`config.mk`:
```
export PLATFORM = sky130hd
export DESIGN_NAME = shade_accumulator
export DESIGN_NICKNAME = d
export VERILOG_FILES = /design/src/rtl/shade_accumulator_pkg.sv /design/src/rtl/shade_accumulator_color_sat_add.sv /design/src/rtl/shade_accumulator.sv
export SDC_FILE = /design/constraint.sdc
export NUM_CORES = 1
export LEC_CHECK = 0
export BUFFER_PORTS_ARGS = -buffer_cell sky130_fd_sc_hd__buf_4
export CORE_ASPECT_RATIO = 1.25
export CORE_MARGIN = 8
export CORE_UTILIZATION = 45
export CTS_BUF_LIST = sky130_fd_sc_hd__clkbuf_8
export CTS_CLUSTER_DIAMETER = 50
export DETAILED_ROUTE_END_ITERATION = 12
export PLACE_DENSITY = 0.76
export SYNTH_ARGS = -nofsm -noshare
export SYNTH_HDL_FRONTEND = slang
export SYNTH_SLANG_ARGS = --single-unit
```
`constraint.sdc`:
```
create_clock -name clk -period 3.2 [get_ports clk]
set_input_delay 0.32 -clock clk [delete_from_list [all_inputs] [get_ports clk]]
set_output_delay 0.32 -clock clk [all_outputs]
set_load 0.05 [all_outputs]
```
`src/rtl/shade_accumulator_pkg.sv`:
```
// Shared colour/pixel types and default sizes for the shading pipeline.
// Defaults for X/Y widths must match the ray generator.
package shade_accumulator_pkg;

  localparam int DEF_NUM_LIGHTS = 4;
  localparam int DEF_X_WIDTH    = 10;
  localparam int DEF_Y_WIDTH    = 10;

  typedef struct packed {
    logic [7:0] r;
    logic [7:0] g;
    logic [7:0] b;
  } Color;

  typedef struct packed {
    logic [DEF_X_WIDTH-1:0] x;
    logic [DEF_Y_WIDTH-1:0] y;
    Color                   color;
  } ShadedPixel_t;

  // Carry out of the 9-bit sum clamps the channel to full scale.
  function automatic logic [7:0] sat_add8(input logic [7:0] a, input logic [7:0] b);
    logic [8:0] s;
    s = {1'b0, a} + {1'b0, b};
    return s[8] ? 8'hFF : s[7:0];
  endfunction

endpackage

```
`src/rtl/shade_accumulator_color_sat_add.sv`:
```
// Per-channel 8-bit saturating adder for RGB; purely combinational, no backpressure.
module color_sat_add
  import shade_accumulator_pkg::*;
(
  input  Color a_i,
  input  Color b_i,
  output Color sum_o
);

  assign sum_o.r = sat_add8(a_i.r, b_i.r);
  assign sum_o.g = sat_add8(a_i.g, b_i.g);
  assign sum_o.b = sat_add8(a_i.b, b_i.b);

endmodule

```
`src/rtl/shade_accumulator.sv`:
```
// Sums NUM_LIGHTS shader contributions per pixel; out_valid one cycle after the last one, held until out_ready.
// Single-pixel buffer (busy while working). SHADE_ACCUM_AMBIENT_EN adds an ambient base colour input.
module shade_accumulator
  import shade_accumulator_pkg::*;
#(
  parameter int NUM_LIGHTS = DEF_NUM_LIGHTS,
  parameter int X_WIDTH    = DEF_X_WIDTH,
  parameter int Y_WIDTH    = DEF_Y_WIDTH
) (
  input  logic               clk,
  input  logic               reset,
  input  logic               pixel_start,
  input  logic [X_WIDTH-1:0] pixel_x_in,
  input  logic [Y_WIDTH-1:0] pixel_y_in,
`ifdef SHADE_ACCUM_AMBIENT_EN
  input  Color               ambient_color,
`endif
  input  logic               contrib_valid,
  input  Color               contrib_color,
  output logic               out_valid,
  input  logic               out_ready,
  output ShadedPixel_t       out_pixel,
  output logic               busy,
  output logic               protocol_err
);

  localparam int CNT_WIDTH = $clog2(NUM_LIGHTS + 1);
  localparam logic [CNT_WIDTH-1:0] LAST_IDX = CNT_WIDTH'(NUM_LIGHTS - 1);

  localparam logic [1:0] ST_IDLE  = 2'd0;
  localparam logic [1:0] ST_ACCUM = 2'd1;
  localparam logic [1:0] ST_HOLD  = 2'd2;

  logic [1:0]           state_q, state_d;
  Color                 acc_q, acc_d;
  logic [CNT_WIDTH-1:0] cnt_q, cnt_d;
  logic [X_WIDTH-1:0]   x_q, x_d;
  logic [Y_WIDTH-1:0]   y_q, y_d;
  logic                 err_q, err_d;
  Color                 base_color;
  Color                 acc_sum;

`ifdef SHADE_ACCUM_AMBIENT_EN
  assign base_color = ambient_color;
`else
  assign base_color = '0;
`endif

  color_sat_add u_sat_add (
    .a_i   (acc_q),
    .b_i   (contrib_color),
    .sum_o (acc_sum)
  );

  always_comb begin
    state_d = state_q;
    acc_d   = acc_q;
    cnt_d   = cnt_q;
    x_d     = x_q;
    y_d     = y_q;
    // Contributions are only legal in ACCUM, new pixels only in IDLE.
    err_d   = err_q | (contrib_valid && (state_q != ST_ACCUM))
                    | (pixel_start && (state_q != ST_IDLE));
    case (state_q)
      ST_IDLE: begin
        if (pixel_start) begin
          x_d     = pixel_x_in;
          y_d     = pixel_y_in;
          acc_d   = base_color;
          cnt_d   = '0;
          state_d = ST_ACCUM;
        end
      end
      ST_ACCUM: begin
        if (contrib_valid) begin
          acc_d = acc_sum;
          cnt_d = cnt_q + CNT_WIDTH'(1);
          if (cnt_q == LAST_IDX) state_d = ST_HOLD;
        end
      end
      ST_HOLD: begin
        if (out_ready) state_d = ST_IDLE;
      end
      default: state_d = ST_IDLE;
    endcase
  end

  always_ff @(posedge clk) begin
    if (reset) begin
      state_q <= ST_IDLE;
      acc_q   <= '0;
      cnt_q   <= '0;
      x_q     <= '0;
      y_q     <= '0;
      err_q   <= 1'b0;
    end else begin
      state_q <= state_d;
      acc_q   <= acc_d;
      cnt_q   <= cnt_d;
      x_q     <= x_d;
      y_q     <= y_d;
      err_q   <= err_d;
    end
  end

  assign out_valid       = (state_q == ST_HOLD);
  assign busy            = (state_q != ST_IDLE);
  assign protocol_err    = err_q;
  assign out_pixel.x     = x_q;
  assign out_pixel.y     = y_q;
  assign out_pixel.color = acc_q;

endmodule

```
### Yosys cells after proc, flatten, opt, wreduce, memory -nomap -nowiden

Cells that the tools add are included.

| word-level totals | value |
|---|---|
| logic and storage cells | 44 |
| output and inout bits | 47 |
| register bits after elaboration | 50 |

| operators by class | value |
|---|---|
| equal/unequal tests | 8 |
| reduce and logical (&&, ||, !) cells | 8 |
| bitwise gates (word level) | 2 |
| multiplexer cells | 14 |
| $add $sub $neg | 4 |

Operator list:

| cell | number |
|---|---|
| $mux W24 | 2 |
| $pmux W24 S2 | 1 |
| $add A8 B8 Y9 | 3 |
| $mux W8 | 3 |
| $mux W2 | 4 |
| $mux W3 | 2 |
| $ne A2 B2 Y1 const B | 3 |
| $pmux W2 S3 | 1 |
| $pmux W3 S2 | 1 |
| $ne A2 B1 Y1 const B | 2 |
| $reduce_and A4 Y1 | 1 |
| $reduce_bool A2 Y1 | 2 |
| $add A3 B1 Y3 const B | 1 |
| $eq A3 B2 Y1 const B | 1 |
| $reduce_and A3 Y1 | 1 |
| $eq A2 B1 Y1 const B | 1 |
| $eq A2 B2 Y1 const B | 1 |
| $logic_and A1 B1 Y1 | 2 |
| $logic_not A2 Y1 | 1 |
| $or A1 B1 Y1 | 2 |
| $reduce_and A2 Y1 | 1 |

### Longest topological paths before layout

| logic depth | value |
|---|---|
| depth in word-level cells | 4 |
| gate-level depth with buffers | 7 |

### Cells and area by module

Synthesis repeated with hierarchy kept, for this count alone.

| unflattened totals | value |
|---|---|
| cell total of the unflattened synthesis | 370 |
| area, all modules | 3206.8 um^2 |

By module, submodules not included:

| module | area an instance (um^2) | instances | cells each |
|---|---|---|---|
| shade_accumulator | 2043.2 | 1 | 226 |
| color_sat_add | 1163.6 | 1 | 144 |

### Least setup slack after synthesis

No wires, ideal clock.

| path | value |
|---|---|
| path kind | register to register |
| from | reg acc_q (netlist bit out_pixel[0]) |
| to | reg acc_q (netlist bit out_pixel[5]) |
| setup slack | 0.826 ns |
| clock period less this slack | 2.374 ns |
| data arrival time | 2.248 ns |
| cell stages (with the launch flop) | 8 |
| cells stage by stage | dfxtp_1 -> ha_1 -> fa_1 -> a211oi_2 -> o21ai_1 -> a31o_1 -> a22o_1 -> or3_1 |

| on the way | value |
|---|---|
| word-level cells in the longest chain between the ends | 4 |

Ends and longest elaborated chain:

| item | RTL line | text |
|---|---|---|
| start, declared | shade_accumulator.sv:35 | `Color acc_q, acc_d;` |
| start signal, assigned | shade_accumulator.sv:91 | `acc_q <= '0;` |
| start signal, assigned | shade_accumulator.sv:98 | `acc_q <= acc_d;` |
| $add A8 B8 Y9 | shade_accumulator_pkg.sv:24 | `s = {1'b0, a} + {1'b0, b};` |
| $mux W8 | shade_accumulator_pkg.sv:25 | `return s[8] ? 8'hFF : s[7:0];` |
| $mux W24 | shade_accumulator.sv:75 | `if (contrib_valid) begin` |
| $pmux W24 S2 | shade_accumulator.sv:64 | `case (state_q)` |

Every way passes these cells. The select of a mux whose other input is x is not followed.
A chain may end at the register's enable or synchronous reset.

### Final worst setup path

Ends and elaborated chain as after synthesis.

==> flow_summary.json <==
{
  "status": "complete, no violations",
  "io_buffers": 95,
  "wl_per_cell_um": 15.09,
  "synthToLayoutAreaGrowth_pct": 29.78,
  "tritoncts": "done",
  "ff2ff_path_depth": 7,
  "viasPerCell": 5.473,
  "p_leak_nw": 1.719,
  "hold_class": "in2reg",
  "wirelength_um": 7784,
  "postCtsHoldBufs": 0,
  "layout_commonest_cell": "buf_4",
  "skew_ns": 0.008194,
  "holdPathStages": 3,
  "fp.dieH_um": 105.2,
  "syn_inst": 341,
  "cts_setup_buffers": 0,
  "grtUsageTotal_pct": 17.18,
  "drt-pass1-iter-count": 4,
  "power_density_nw_per_um2": 393.9,
  "grt_antenna_before_repair": 0,
  "yosysWarnings": 0,
  "async_reset_ff_share_pct": 0,
  "fin_setup_tns_ns": 0,
  "critical_path.top_delay_family": "compound AO/OA/AOI/OAI gates",
  "r2r-start": "out_pixel[0]$_SDFFE_PP0P_",
  "syn_area_per_cell_um2": 8.402,
  "synth_edf_count": 0,
  "dp.cells": 508,
  "final_cells": 516,
  "start_kind": "flip-flop",
  "io_pins": 96,
  "finalCritPeriodShare_pct": 70.52,
  "worstSetupPathType": "reg2reg",
  "clkSlewWorstSetupHoldPaths_ns": 0.09,
  "period_needed_ns": 2.257,
  "post_cts_resized": 0,
  "syn-cell-area_um2": 2865,
  "clkLatencyLatePin_ns": 0.29,
  "critical_path_buf_inv_count": 0,
  "clock.fmax_ghz": 0.4431,
  "die_x_um": 87.37,
  "synth_flop_cell": "dfxtp_1",
  "grt_overflow": 0,
  "dp.final_hpwl_um": 5966,
  "htree_num_levels": 2,
  "cts.sinks": 50,
  "grt_max_degree": 42,
  "crit_arrival_ns": 2.44,
  "synth_top_area_share_pct": 34.93,
  "rsz0062_at_grt": "no",
  "synth_top_area_cell": "dfxtp_1",
  "synth.ff_latch_count": 50,
  "drive_gt1_share_pct": 25.75,
  "tightest_slew_ns": 0.8381,
  "diodes": 0,
  "cp-end-kind": "flip-flop",
  "drc": 0,
  "crit_slowest_cell": "fa_1",
  "slew_headroom_pct": 43.92,
  "yosysSeqAreaShare_pct": 34.93,
  "max_stage_delay_ns": 0.44,
  "first_global_vias": 2858,
  "r2r_end": "out_pixel[5]$_SDFFE_PP0P_",
  "worst-path-stages": 7,
  "grt_pass1_wl_um": 13210,
  "gp_congestion": 0.9284,
  "antenna_left": 0,
  "min_to": "x_q[7]$_SDFFE_PP0P_",
  "cp_cell_sequence": "ha_1 -> fa_1 -> a211oi_2 -> o21ai_1 -> a31o_1 -> a22o_1 -> or3_1",
  "ys_top_cells_by_area": "dfxtp_1, ha_1, a21oi_1, nand2_1, o21ai_0",
  "drv_cap": 0,
  "fillers": 593,
  "worstHoldStart": "pixel_x_in[7]",
  "final_cell_mix": "buf_4, nand2_1, a21oi_1",
  "initial_core_util_pct": 46.47,
  "rows": 32,
  "cp_data_required_time_ns": 3.38,
  "r2r_setup_slack_ns": 0.94,
  "vias": 2824,
  "slew_viol_final": 0,
  "yosysUniqueCellTypes": 56,
  "path_max_fanout": 7,
  "die-area_um2": 9193,
  "core_area_um2": 6166,
  "finalHoldViolCount": 0,
  "clockBufferDepth": 2,
  "finalSetupViolCount": 0,
  "numCtsBuffers": 5,
  "nNetsFinal": 508,
  "ir_worst_vdd_mv": 0.3199,
  "syn_nets": 419,
  "clock-root-buffer": "clkbuf_8",
  "first_iter_violations": 161
}
-- cells in the mapped netlist, types with 2 or more instances --
cell type,count
a21oi_1,51
ha_1,26
a311oi_1,5
o211ai_1,3
xnor2_1,4
a221oi_1,2
o21ai_1,2
nand3b_1,2
nor3_1,6
and2_1,4
o21a_1,2
fa_1,3
a22o_1,8
dfxtp_1,50
a211oi_1,5
nand2b_1,3
nand3_1,5
inv_1,4
a21o_1,6
o21ai_0,17
nor2_1,12
clkbuf_1,10
nor4_1,2
nand4_1,2
and3_1,2
o21bai_1,4
or3_1,2
nand2_1,65
buf_2,3
xor2_1,5
-- power by group --
group	switching, mW	internal [mW]
Combinational	0.266	0.165
Clock	0.205	0.152
Sequential	0.0248	0.653
Total	0.496	0.969
-- stage by stage --
step	setup WS (ns)	util [%]	hold WS [ns]	total power, mW	instance area, um^2
global route	0.8411	60.31	0.2454	1.551	3719
floorplan	0.8255	-	0.4301	0.9796	2865
global placement	0.8783	58.91	0.4368	1.114	3632
CTS	0.9507	60.31	0.2504	1.482	3719
finish	0.9433	60.31	0.2582	1.465	3719
detailed placement	0.8413	58.91	0.4477	1.123	3632
-- metal layers --
layer	global-route usage (%)	part of all wire [%]
met1	19.62	41
met2	29.86	51
met3	4.817	6.7
met4	5.179	1.3
met5	0	0
-- logic make-up (layout without fill, tap and decap cells) --
group,count (synthesis),count (layout),synth area share [%]
and+or+nand+nor,114,114,18.47
xor gates and xnor gates,9,9,2.751
muxes,2,2,0.7423
adders and majority gates,29,29,13.45
DFF,50,50,34.93
AOI/OAI and AO/OA,119,119,27.16
buffers and inverters,18,108,2.489
-- cell type report --
class | count | area (um^2) | share of cell area (%)
well taps | 85 | 106.4 | 2.860
multi-input cells | 273 | 1793 | 48.22
flip-flops and latches | 50 | 1001 | 26.92
repair buffers | 95 | 713.2 | 19.18
clock buffers | 5 | 68.82 | 1.851
clock inverters | 3 | 17.52 | 0.4711
inverters | 5 | 18.77 | 0.5047
-- registers in the layout, indices dropped and copies added, names as in the netlist --
name          count
protocol_err      1
out_pixel        24
state_q           2
y_q              10
cnt_q             3
x_q              10
-- tightest hold or removal path, stage by stage --
cell and delay, ns:
buf_4 0.11, nand2_1 0.04, a21oi_1 0.05
-- worst max path at each step --
stage / start / to / slack [ns]
finish: out_pixel[0]$_SDFFE_PP0P_ / out_pixel[5]$_SDFFE_PP0P_ / 0.94
global route: out_pixel[0]$_SDFFE_PP0P_ / out_pixel[5]$_SDFFE_PP0P_ / 0.84
CTS: out_pixel[0]$_SDFFE_PP0P_ / out_pixel[5]$_SDFFE_PP0P_ / 0.95
detailed placement: contrib_color[0] / out_pixel[5]$_SDFFE_PP0P_ / 0.84
global placement: contrib_color[0] / out_pixel[5]$_SDFFE_PP0P_ / 0.88
floorplan: out_pixel[0]$_SDFFE_PP0P_ / out_pixel[5]$_SDFFE_PP0P_ / 0.83
Note: power is estimated with default switching activity, not from simulation.
